`config.mk`:
```
export PLATFORM = sky130hd
export DESIGN_NAME = stream_demux2
export DESIGN_NICKNAME = d
export VERILOG_FILES = /design/src/rtl/stream_demux2.sv
export SDC_FILE = /design/constraint.sdc
export NUM_CORES = 1
export LEC_CHECK = 0
export BUFFER_PORTS_ARGS = -buffer_cell sky130_fd_sc_hd__buf_2
export CELL_PAD_IN_SITES_DETAIL_PLACEMENT = 1
export CELL_PAD_IN_SITES_GLOBAL_PLACEMENT = 1
export CORE_MARGIN = 2
export CORE_UTILIZATION = 42
export DETAILED_ROUTE_END_ITERATION = 16
export PLACE_DENSITY = 0.79
export SYNTH_ARGS = -nofsm -noshare
export SYNTH_HDL_FRONTEND = slang
export SYNTH_HIERARCHICAL = 1
export SYNTH_SLANG_ARGS = --single-unit
```
`constraint.sdc`:
```
create_clock -name clk_i -period 2.1 [get_ports clk_i]
set_clock_uncertainty 0.15 [all_clocks]
set_input_delay 0.42 -clock clk_i [delete_from_list [all_inputs] [get_ports clk_i]]
set_output_delay 0.42 -clock clk_i [all_outputs]
set_load 0.02 [all_outputs]
```
`src/rtl/stream_demux2.sv`:
```
// stream_demux2: 1-to-2 valid/ready demultiplexer.
// Each output owns a FIFO so one stalled sink never blocks the other.

// Per-output FIFO; full/empty come from the count, never from pointers.
module stream_demux2_fifo #(
  parameter int WIDTH = 32,
  parameter int DEPTH = 2
) (
  input  logic                     clk_i,
  input  logic                     rst_i,
  input  logic                     push_i,
  input  logic [WIDTH-1:0]         data_i,
  output logic                     full_o,
  output logic                     valid_o,
  input  logic                     ready_i,
  output logic [WIDTH-1:0]         data_o,
  output logic [$clog2(DEPTH):0]   count_o
);

  localparam int PW = $clog2(DEPTH);
  localparam int CW = PW + 1;

  logic [WIDTH-1:0] mem [DEPTH];
  logic [PW-1:0]    wr_ptr;
  logic [PW-1:0]    rd_ptr;
  logic [CW-1:0]    count;
  logic             wr_en;
  logic             rd_en;

  assign full_o  = (count == CW'(DEPTH));
  assign valid_o = (count != '0);
  assign wr_en   = push_i && !full_o;
  assign rd_en   = valid_o && ready_i;
  assign data_o  = mem[rd_ptr];
  assign count_o = count;

  // Storage: cleared on reset so the head reads 0 when empty.
  always_ff @(posedge clk_i or posedge rst_i) begin
    if (rst_i) begin
      for (int i = 0; i < DEPTH; i++) begin
        mem[i] <= '0;
      end
    end else if (wr_en) begin
      mem[wr_ptr] <= data_i;
    end
  end

  // Pointers wrap naturally because DEPTH is a power of two.
  always_ff @(posedge clk_i or posedge rst_i) begin
    if (rst_i) begin
      wr_ptr <= '0;
      rd_ptr <= '0;
    end else begin
      if (wr_en) begin
        wr_ptr <= wr_ptr + PW'(1);
      end
      if (rd_en) begin
        rd_ptr <= rd_ptr + PW'(1);
      end
    end
  end

  // Occupancy: push and pop together leave it unchanged.
  always_ff @(posedge clk_i or posedge rst_i) begin
    if (rst_i) begin
      count <= '0;
    end else begin
      unique case ({wr_en, rd_en})
        2'b10:   count <= count + CW'(1);
        2'b01:   count <= count - CW'(1);
        default: count <= count;
      endcase
    end
  end

endmodule

module stream_demux2 #(
  parameter int WIDTH = 32,
  parameter int DEPTH = 2
) (
  input  logic                   clk_i,
  input  logic                   rst_i,
  input  logic                   s_valid_i,
  output logic                   s_ready_o,
  input  logic [WIDTH-1:0]       s_data_i,
  input  logic                   s_sel_i,
  output logic                   m0_valid_o,
  input  logic                   m0_ready_i,
  output logic [WIDTH-1:0]       m0_data_o,
  output logic                   m1_valid_o,
  input  logic                   m1_ready_i,
  output logic [WIDTH-1:0]       m1_data_o,
  output logic [$clog2(DEPTH):0] m0_count_o,
  output logic [$clog2(DEPTH):0] m1_count_o
);

  logic full0;
  logic full1;
  logic sel_full;
  logic push0;
  logic push1;

  // Steer the beat; ready depends only on sel and registered counts.
  always_comb begin
    sel_full = 1'b1;
    push0    = 1'b0;
    push1    = 1'b0;
    unique case (s_sel_i)
      1'b0: begin
        sel_full = full0;
        push0    = s_valid_i && !full0 && !rst_i;
      end
      1'b1: begin
        sel_full = full1;
        push1    = s_valid_i && !full1 && !rst_i;
      end
      default: begin
        sel_full = 1'b1;
      end
    endcase
  end

  assign s_ready_o = !rst_i && !sel_full;

  stream_demux2_fifo #(
    .WIDTH (WIDTH),
    .DEPTH (DEPTH)
  ) u_fifo0 (
    .clk_i   (clk_i),
    .rst_i   (rst_i),
    .push_i  (push0),
    .data_i  (s_data_i),
    .full_o  (full0),
    .valid_o (m0_valid_o),
    .ready_i (m0_ready_i),
    .data_o  (m0_data_o),
    .count_o (m0_count_o)
  );

  stream_demux2_fifo #(
    .WIDTH (WIDTH),
    .DEPTH (DEPTH)
  ) u_fifo1 (
    .clk_i   (clk_i),
    .rst_i   (rst_i),
    .push_i  (push1),
    .data_i  (s_data_i),
    .full_o  (full1),
    .valid_o (m1_valid_o),
    .ready_i (m1_ready_i),
    .data_o  (m1_data_o),
    .count_o (m1_count_o)
  );

endmodule

```
==> results.md, run 1 <==
- Run status: finished, violations left
- Failing checks: setup timing
- Largest net degree at the start of global routing: 66
- First-pass GRT wire length: 22.8 mm
- Mapped Cells: 384
- Slack of the critical path: -59.1 ps
- Port Buffers: 108
- Critical path class: flip-flop to output pin
- Cell Pwr Density: 1870 nW/um2
- Count of antenna-violating nets left after detailed routing: 0
- Sequential fraction of the synthesis area: 53.7%
- RSZ-0062 raised after global routing: yes
- Fillers: 1395
- Mapped Area: 6340 um2
- HP Class: input pin to flip-flop
- CTS tree: done
- Clock root buffer: clkbuf_16
- Starting Density: 43.3%
- Sequential power share: 31.0%
- Share of cells above drive strength 1: 71.2%
- Nature of the critical path endpoint: output pin
- Clock power share: 21.8%
- H-Tree Depth: 4
- Area leader, netlist: dfrtp_1
- Yosys warning count: 6
- Max Root-Sink Buffers: 2
- HPWL Detailed: 9.28 mm
- Netlist cell types: 22
- Leak Pwr: 3.85 nW
- Fin. max-slew vios: 0
- Syn Area/Cell: 16.5 um2
- Row Count: 44
- Chip Width: 127 um
- Sequential cell area: 3410 um2
- Sw power: 5.16 mW
- Post-synth EDFFs: 0
- Clock latency on the worst-skew pair: 420 ps
- Syn nets: 424
- Max frequency: 0.463 GHz
- Final Power: 15.2 mW
- Gate power share: 47.2%
- Sw Share: 34.0%
- Final Cycle Share: 103%
- CORE AREA: 14600 um2
- Seq cells post-synth: 136
- Most numerous cell in the Yosys netlist: dfrtp_1
- Max cap viols: 0
- Full die area: 16100 um2
- WL/cell: 20.8 um
- Final setup fails: 45
- Fraction of registers with async set/reset: 100%
- Clock transition at the registers of the reported paths: 60 ps
- Worst slew pin tran: 472 ps
- Multi-input gate area: 2770 um2
- Synth top cells by count: 136 x dfrtp_1, 132 x mux2_2, 60 x mux2_4
- Vias in the first global route: 4142
- Final core occ: 55.6%
- Peak supply drop: 0.956 mV
- Worst setup SP type: flip-flop
- WL final: 14.8 mm
- Gr ovfl total: 0
- Clock Sinks: 136
- Final antenna diode count: 0
- Primary FF master, synth: dfrtp_1
- Num CTS Buffers: 17
- Final #Nets: 555
- Hold Vio Cnt, Final: 0
- DRT iter0 DRCs: 158
- Required @ worst endpoint: 1530 ps
- DR pass1 iterations: 4
- Total vias in the final route: 3655
- P&R area growth vs syn: 28.4%
- Post-route DRC: 0
- Final GP Congestion: 0.748
- Routed vias/inst: 5.13
- Worst rel slew slack: 68.5%
- Fin crit period: 2160 ps
- CP max FO: 16
- Initial antenna violation count: 0
- Worst Path Arrival: 1590 ps
- Die height: 127 um
- P_int: 10.0 mW
- Total I/O pin count: 109
- GRT Overall Usage: 18.4%
- Area fraction of the dominant cell type after synthesis: 53.7%
- Synth area leaders: dfrtp_1 54%, mux2_2 23%, mux2_4 14%
-- final cells by class --
type / instances / area share (%)
clock buffers: 18 / 5.40
clock inverters: 14 / 2.71
inverters: 4 / 0.308
multi-input cells: 222 / 34.1
flip-flops and latches: 136 / 41.9
well taps: 184 / 2.83
repair buffers: 134 / 12.8
-- critical path, cell delays in order, from the launching register on --
cell	delay, ps
dfrtp_2	430
clkbuf_16	230
mux2_2	340
buf_2	160
-- through the flow --
stage | instances | setup TNS [ps] | setup WS [ps] | area [um2] | hold slack (ps)
CTS | 705 | -2120 | -84.8 | 7810 | 115
global placement | 672 | 0 | 87.0 | 7100 | 327
floorplan | 384 | 0 | 6.89 | 6350 | 310
detailed placement | 672 | 0 | 13.0 | 7100 | 340
global route | 712 | -4550 | -106 | 8140 | 122
finish | 712 | -1830 | -59.1 | 8140 | 130
-- repair_timing --
| item | in CTS | in global routing |
|---|---|---|
| endpoints found under the hold margin | 3 | 0 |
| resized for setup | 11 | 73 |
| pin swaps | 0 | 4 |
| buffers inserted | 0 | 5 |
| hold buffers | 1 | 0 |
| cloned | 0 | 2 |
| setup endpoints to repair | 64 | 130 |
-- sequential cells by signal, summed over array words and instances, names as in the netlist --
name	cells
u_fifo0/mem	64
u_fifo1/count_o	2
u_fifo0/wr_ptr	1
u_fifo1/rd_ptr	1
u_fifo1/wr_ptr	1
u_fifo0/rd_ptr	1
u_fifo1/mem	64
u_fifo0/count_o	2
-- power groups by stage --
| stage | sequential (mW) | combinational [mW] | clock (mW) |
|---|---|---|---|
| after detailed placement | 4.66 | 6.20 | 0 |
| final | 4.71 | 7.17 | 3.32 |
| after global placement | 4.53 | 6.03 | 0 |
| after global routing | 4.87 | 7.58 | 3.51 |
| after floorplan | 4.46 | 4.55 | 0 |
| after CTS | 4.67 | 6.36 | 3.38 |
-- cell usage in the layout, fill, tap and decap left out, types with 2 or more instances in the layout --
master and count:
buf_2 81, ha_1 2, nand2b_4 2, clkbuf_16 19
bufinv_16 5, nor2_1 2, and3_4 2, clkinvlp_4 3
or2_2 2, dfrtp_1 132, clkinv_2 2, xor2_1 4
inv_6 2, xnor2_1 6, buf_6 23, dfrtp_2 4
mux2_4 83, buf_4 18, clkinv_4 4, buf_12 9
nand2_1 2, and2_1 2, mux2_2 109, nand3b_2 2
-- per-layer routing --
metal	routed length [um]	part of all wire [%]	vias to the layer above	global-route usage (%)
met5	0	0	-	0
met4	162	1.1	0	5.62
met3	628	4.2	13	4.81
met2	7480	51	95	30.6
li1	-	-	1629	-
met1	6530	44	1918	23.8
-- final timing paths --
| check | from | to | slack (ps) | cells after the start |
|---|---|---|---|---|
| min | s_data_i[2] | u_fifo1/mem[34] | 130 | 2 |
| max in group asynchronous | rst_i | u_fifo0/rd_ptr | 700 | 5 |
| max reg2reg | u_fifo0/count_o[1] | u_fifo0/count_o[1] | 70 | 7 |
| min in group asynchronous | rst_i | u_fifo0/wr_ptr | 510 | 4 |
| min reg2reg | u_fifo1/mem[55] | u_fifo1/mem[55] | 350 | 1 |
| max | u_fifo1/rd_ptr | m1_data_o[2] | -60 | 3 |
-- cells by family after synthesis --
group | share of synthesized area, %
multiplexers | 37.7
flip-flops | 53.7
buffers and inverters | 4.15
AND/OR/NAND/NOR | 2.51
XOR/XNOR | 1.38
adder cells (fa/ha/maj) | 0.395
AO/OA/AOI/OAI | 0.197
Power figures use the tool's default switching activity.
==> inputs of run 2 (changes only) <==
Settings changed: CORE_UTILIZATION 42 to 47, PLACE_DENSITY 0.79 to 0.84.
Clock period 2.1 ns to 2 ns, I/O delays scaled along.
==> run 2 against run 1 <==
  * The run still ends with setup timing left
  * Largest cell class unchanged
  * Via count is 2.5% higher
  * Clock-buffer cell count is 3 higher
  * Critical path type unchanged
  * Largest power group unchanged
  * Combinational power is 5.3% higher
  * Non-clock buffer count is 8 higher
  * Die area is 10% lower
==> results.md, run 2 (same netlist as run 1, synthesis figures left out) <==
- Worst setup SP type: flip-flop
- Port Buffers: 108
- RSZ-0062 raised after global routing: yes
- Worst Path Arrival: 1570 ps
- Clock transition at the registers of the reported paths: 70 ps
- Num CTS Buffers: 17
- CP max-delay cell: dfrtp_2
- Worst slew pin tran: 455 ps
- Final setup fails: 96
- Final antenna diode count: 0
- Fillers: 1215
- Starting Density: 48.0%
- Clock Sinks: 136
- Most frequent cells in the layout: 131 x dfrtp_1, 115 x mux2_2, 78 x buf_2
- Total vias in the final route: 3746
- Chip Width: 120 um
- DR pass1 iterations: 4
- Count of antenna-violating nets left after detailed routing: 0
- P&R area growth vs syn: 30.2%
- Row Count: 42
- Full die area: 14400 um2
- CTS tree: done
- Met1 Use GR: 26.7%
- Peak supply drop: 0.962 mV
- Leak Pwr: 3.89 nW
- Clock latency on the worst-skew pair: 410 ps
- Cells along the critical path: buf_12 > mux2_2 > buf_4
- Setup TNS: -7360 ps
- Max Root-Sink Buffers: 2
- Buf/Inv on CP: 2
- Failing checks: setup timing
- Biggest regs: u_fifo0/mem x64, u_fifo1/mem x64
- Die height: 120 um
- Critical path class: flip-flop to output pin
- Run status: finished, violations left
- Grt met3 use: 6.27%
- GRT Max-Usage Layer: met2
- Slack of the critical path: -123 ps
- GR Util met2: 38.5%
- Final #Nets: 563
- Max frequency: 0.471 GHz
- WL final: 16.1 mm
- Post-cts hold buffer count: 0
- DRT iter0 DRCs: 149
- Post-route DRC: 0
- Largest net degree at the start of global routing: 48
- Routed vias/inst: 5.26
- Nature of the critical path endpoint: output pin
- Final Cycle Share: 106%
- Fin. max-slew vios: 0
- Max cap viols: 0
- HPWL Detailed: 9.40 mm
- Worst rel slew slack: 69.6%
- WL/cell: 22.6 um
- Gr ovfl total: 0
- Worst path top cell family by delay: flip-flops
- Vias in the first global route: 4205
- Initial antenna violation count: 0
- Final GP Congestion: 0.752
- Total I/O pin count: 109
- Clock root buffer: clkbuf_16
- H-Tree Depth: 4
- Required @ worst endpoint: 1450 ps
- CORE AREA: 13200 um2
- Share of cells above drive strength 1: 72.2%
- First-pass GRT wire length: 23.7 mm
- Most common cell after layout, fill and taps aside: dfrtp_1
- HP Class: input pin to asynchronous set/reset pin
- GRT Overall Usage: 22.1%
- Hold Vio Cnt, Final: 0
- CP max FO: 26
- Fin Hold WS: 51.9 ps
- Fin crit period: 2120 ps
- Largest incremental delay on the critical path: 390 ps
- Cell Pwr Density: 1930 nW/um2
run 2: what timing repair did:
| action | in CTS | in global routing |
|---|---|---|
| resized for setup | 36 | 47 |
| setup buffers | 5 | 4 |
| setup endpoints to repair | 88 | 132 |
| hold endpoints to repair | 0 | 0 |
| pin swaps | 3 | 5 |
| cloned | 2 | 4 |
run 2: path summary, 6_finish.rpt:
path / slack [ps] / start / to / depth (start not counted)
worst max-delay path: -120 / u_fifo0/rd_ptr / m0_data_o[14] / 3
worst min-delay path: 50 / rst_i / u_fifo1/mem[13] / 3
worst max register to register: -80 / u_fifo1/count_o[1] / u_fifo1/mem[9] / 6
worst min register to register: 350 / u_fifo0/mem[36] / u_fifo0/mem[36] / 1
max in group asynchronous: 1150 / rst_i / u_fifo1/rd_ptr / 4
min in group clk_i: 110 / s_data_i[14] / u_fifo1/mem[14] / 2
run 2: stage by stage:
stage / utilization (%) / area (um2) / setup WS (ps) / instances / power (mW)
global route: 62.6 / 8250 / -174 / 712 / 16.6
floorplan: - / 6360 / -13.7 / 384 / 9.48
global placement: 54.1 / 7130 / 47.5 / 665 / 11.1
CTS: 60.3 / 7960 / -144 / 704 / 15.3
detailed placement: 54.1 / 7130 / -32.0 / 665 / 11.4
finish: 62.6 / 8250 / -123 / 712 / 15.9
run 2: final cells by class:
class / count / area (um2) / share of cell area, %
Sequential cell: 136 / 3410 / 41.3
Tap cell: 176 / 220 / 2.67
Clock buffer: 21 / 460 / 5.58
Clock inverter: 11 / 171 / 2.08
Timing Repair Buffer: 142 / 1190 / 14.4
Inverter: 4 / 27.5 / 0.334
Multi-Input combinational cell: 222 / 2770 / 33.6
run 2: report_power, final:
group	internal, mW	total, mW	switching, mW
sequential	4.13	5.01	0.874
clock	2.15	3.36	1.20
combinational	4.12	7.55	3.44
run 2: worst min-delay path, cell delays in order:
cell and delay, ps:
buf_2 150, buf_4 170, clkinvlp_4 320
run 2: routing by layer:
layer	share of wire, %	vias to the layer above
met5	0	-
met4	1.6	0
met3	3.3	22
met2	54	88
met1	41	1989
li1	-	1647
==> inputs of run 3 (changes only) <==
Settings changed: ABC_AREA set to 1, CORE_UTILIZATION 47 to 41, PLACE_DENSITY 0.84 to 0.83.
==> run 3 against run 2 <==
  * The flow still finishes with violations (setup timing)
  * Total power grew 14%
  * Combinational power grew 24%
  * Worst hold slack gained 25 ps
  * Largest cell class unchanged
==> results.md, run 3 <==
- Run status: finished, violations left
- Failing checks: setup timing
- HP Class: input pin to flip-flop
- Initial antenna violation count: 0
- Largest net degree at the start of global routing: 69
- Port Buffers: 108
- Biggest regs: u_fifo0/mem x64, u_fifo1/mem x64
- Worst Path Arrival: 1490 ps
- Final setup fails: 14
- Sum of routed wire segments on met1: 9.70 mm
- Top Metal Used: met4
- Worst setup SP type: flip-flop
- Leak Pwr: 4.89 nW
- Worst slew pin tran: 530 ps
- Most frequent cells in the layout: 374 x nand2_1, 131 x dfrtp_1, 130 x nand4_1
- Syn Area/Cell: 7.78 um2
- R2R cell count: 12
- P&R area growth vs syn: 38.4%
- Synth top cells by count: 475 x nand2_1, 136 x dfrtp_1, 130 x nand4_1
- CP max-delay cell: dfrtp_2
- HPWL Detailed: 13.1 mm
- Hold Crit Depth: 3
- Non-Filler Instances: 1186
- GRT Overall Usage: 25.9%
- Post-synth EDFFs: 0
- Final Cycle Share: 102%
- Post-Place Cells: 1136
- Fin. max-slew vios: 0
- Full die area: 17100 um2
- Vias in the first global route: 6430
- CORE AREA: 15800 um2
- Netlist cell types: 16
- Cell depth of the worst setup path: 5
- Row Count: 46
- RSZ-0062 raised after global routing: yes
- Setup WS pre-CTS: 9.31 ps
- WL final: 23.8 mm
- Yosys warning count: 6
- Primary FF master, synth: dfrtp_1
- Fin crit period: 2040 ps
- Clock latency on the worst-skew pair: 430 ps
- First-pass GRT wire length: 33.6 mm
- Synth area leaders: dfrtp_1 52%, nand2_1 27%, nand4_1 12%
- Final GP Congestion: 0.798
- Worst path top cell family by delay: flip-flops
- R2R setup slack: 70 ps
- Routed vias/inst: 5.50
- Clock Sinks: 136
- CP max FO: 5
- Met3 wire len: 1.02 mm
- Max cap viols: 0
- WL/cell: 20.1 um
- H-Tree Depth: 4
- Seq cells post-synth: 136
- Slack of the critical path: -41.1 ps
- Hold Vio Cnt, Final: 0
- CTS tree: done
- Starting Density: 41.7%
- Largest incremental delay on the critical path: 500 ps
- Area leader, netlist: dfrtp_1
- Total I/O pin count: 109
- Critical path class: flip-flop to output pin
- Clock root buffer: clkbuf_16
- Final #Nets: 997
- Gr ovfl total: 0
- Total vias in the final route: 6528
- Max frequency: 0.490 GHz
- Most numerous cell in the Yosys netlist: nand2_1
- DP Area: 7360 um2
- Required @ worst endpoint: 1450 ps
- Share of cells above drive strength 1: 32.2%
- Clock transition at the registers of the reported paths: 60 ps
- Peak supply drop: 0.835 mV
- Num CTS Buffers: 17
- Count of antenna-violating nets left after detailed routing: 0
- Fraction of registers with async set/reset: 100%
- Buf/Inv on CP: 3
- Most common cell after layout, fill and taps aside: nand2_1
- Syn nets: 889
- Worst rel slew slack: 64.6%
- Met2 wire length: 12.5 mm
- Die height: 131 um
- DR pass1 iterations: 4
- Design area: 9150 um2
- Nature of the critical path endpoint: output pin
- Area fraction of the dominant cell type after synthesis: 51.5%
- Max Root-Sink Buffers: 2
- Mapped Area: 6610 um2
- Cell Pwr Density: 1990 nW/um2
- Final antenna diode count: 0
- DRT iter0 DRCs: 442
- Cells along the critical path: inv_4 > clkbuf_16 > nand2_4 > nand2_2 > buf_6
- Sequential fraction of the synthesis area: 51.5%
- Post-route DRC: 0
- Chip Width: 131 um
- Mapped Cells: 849
-- run 3: cell count changes in the layout (fill, tap and decap cells not counted), moves of 33 or more --
cell | before | now
buf_2 | 78 | 45
buf_6 | 19 | 54
mux2_2 | 115 | 0
mux2_4 | 77 | 0
nand2_1 | 2 | 374
nand2_2 | 0 | 65
nand2_4 | 0 | 38
nand4_1 | 0 | 130
-- run 3: through the flow --
step           utilization [%]  TNS (ps)  total power, mW  hold slack (ps)
5_1_grt                   57.8     -2190             19.2             84.9
2_1_floorplan                -      -571             9.44              292
3_3_place_gp              46.5         0             11.4              303
6_report                  57.8      -315             18.2             76.4
3_5_place_dp              46.5         0             11.7              308
4_1_cts                   52.2      -314             15.9             63.8
-- run 3: final cells by class --
class | instances | area [um2]
Fill cell | 1860 | 6680
Sequential cell | 136 | 3410
Multi-Input combinational cell | 623 | 3190
Timing Repair Buffer | 156 | 1490
Clock buffer | 25 | 515
Tap cell | 216 | 270
Clock inverter | 7 | 160
Inverter | 22 | 103
Timing Repair inverter | 1 | 6.26
-- run 3: worst reg2reg max path: cells and delay by family, from the launching register on --
kind	cells	cell delay (ps)
AND/OR/NAND/NOR	7	690
flip-flops	1	380
adder cells (fa/ha/maj)	1	340
buffers and inverters	4	250
-- run 3: final timing paths --
kind | from | to
max | u_fifo0/rd_ptr | m0_data_o[27]
min | m0_ready_i | u_fifo0/rd_ptr
max reg2reg | u_fifo1/count_o[0] | u_fifo1/count_o[1]
min reg2reg | u_fifo1/mem[17] | u_fifo1/mem[17]
max in group asynchronous | rst_i | u_fifo1/mem[11]
min in group asynchronous | rst_i | u_fifo1/mem[59]
-- run 3: cell families after synthesis --
kind of cell	after synthesis	share of synthesized area, %
simple gates	619	40.6
flops	136	51.5
buf+inv	90	7.23
xor+xnor	2	0.265
fa+ha+maj	2	0.379
-- run 3: timing repair --
item / 4_1_cts / 5_1_grt
hold buffers: 1 / 0
setup buffers: 4 / 4
resized for setup: 54 / 225
endpoints found under the hold margin: 86 / 0
endpoints found under the setup margin: 54 / 112
pin swaps: 0 / 23
cloned: 1 / 9
-- run 3: routing by layer --
layer | track usage, % | up-vias
met5 | 0 | -
met4 | 10.6 | 0
met3 | 5.09 | 40
met1 | 31.8 | 3310
met2 | 44.8 | 196
li1 | - | 2982
-- run 3: power by group --
part / internal (mW) / leakage, nW / switching, mW
combinational: 3.78 / 2.85 / 5.59
clock: 2.41 / 0.333 / 1.20
sequential: 4.14 / 1.70 / 1.07
total: 10.3 / 4.89 / 7.85
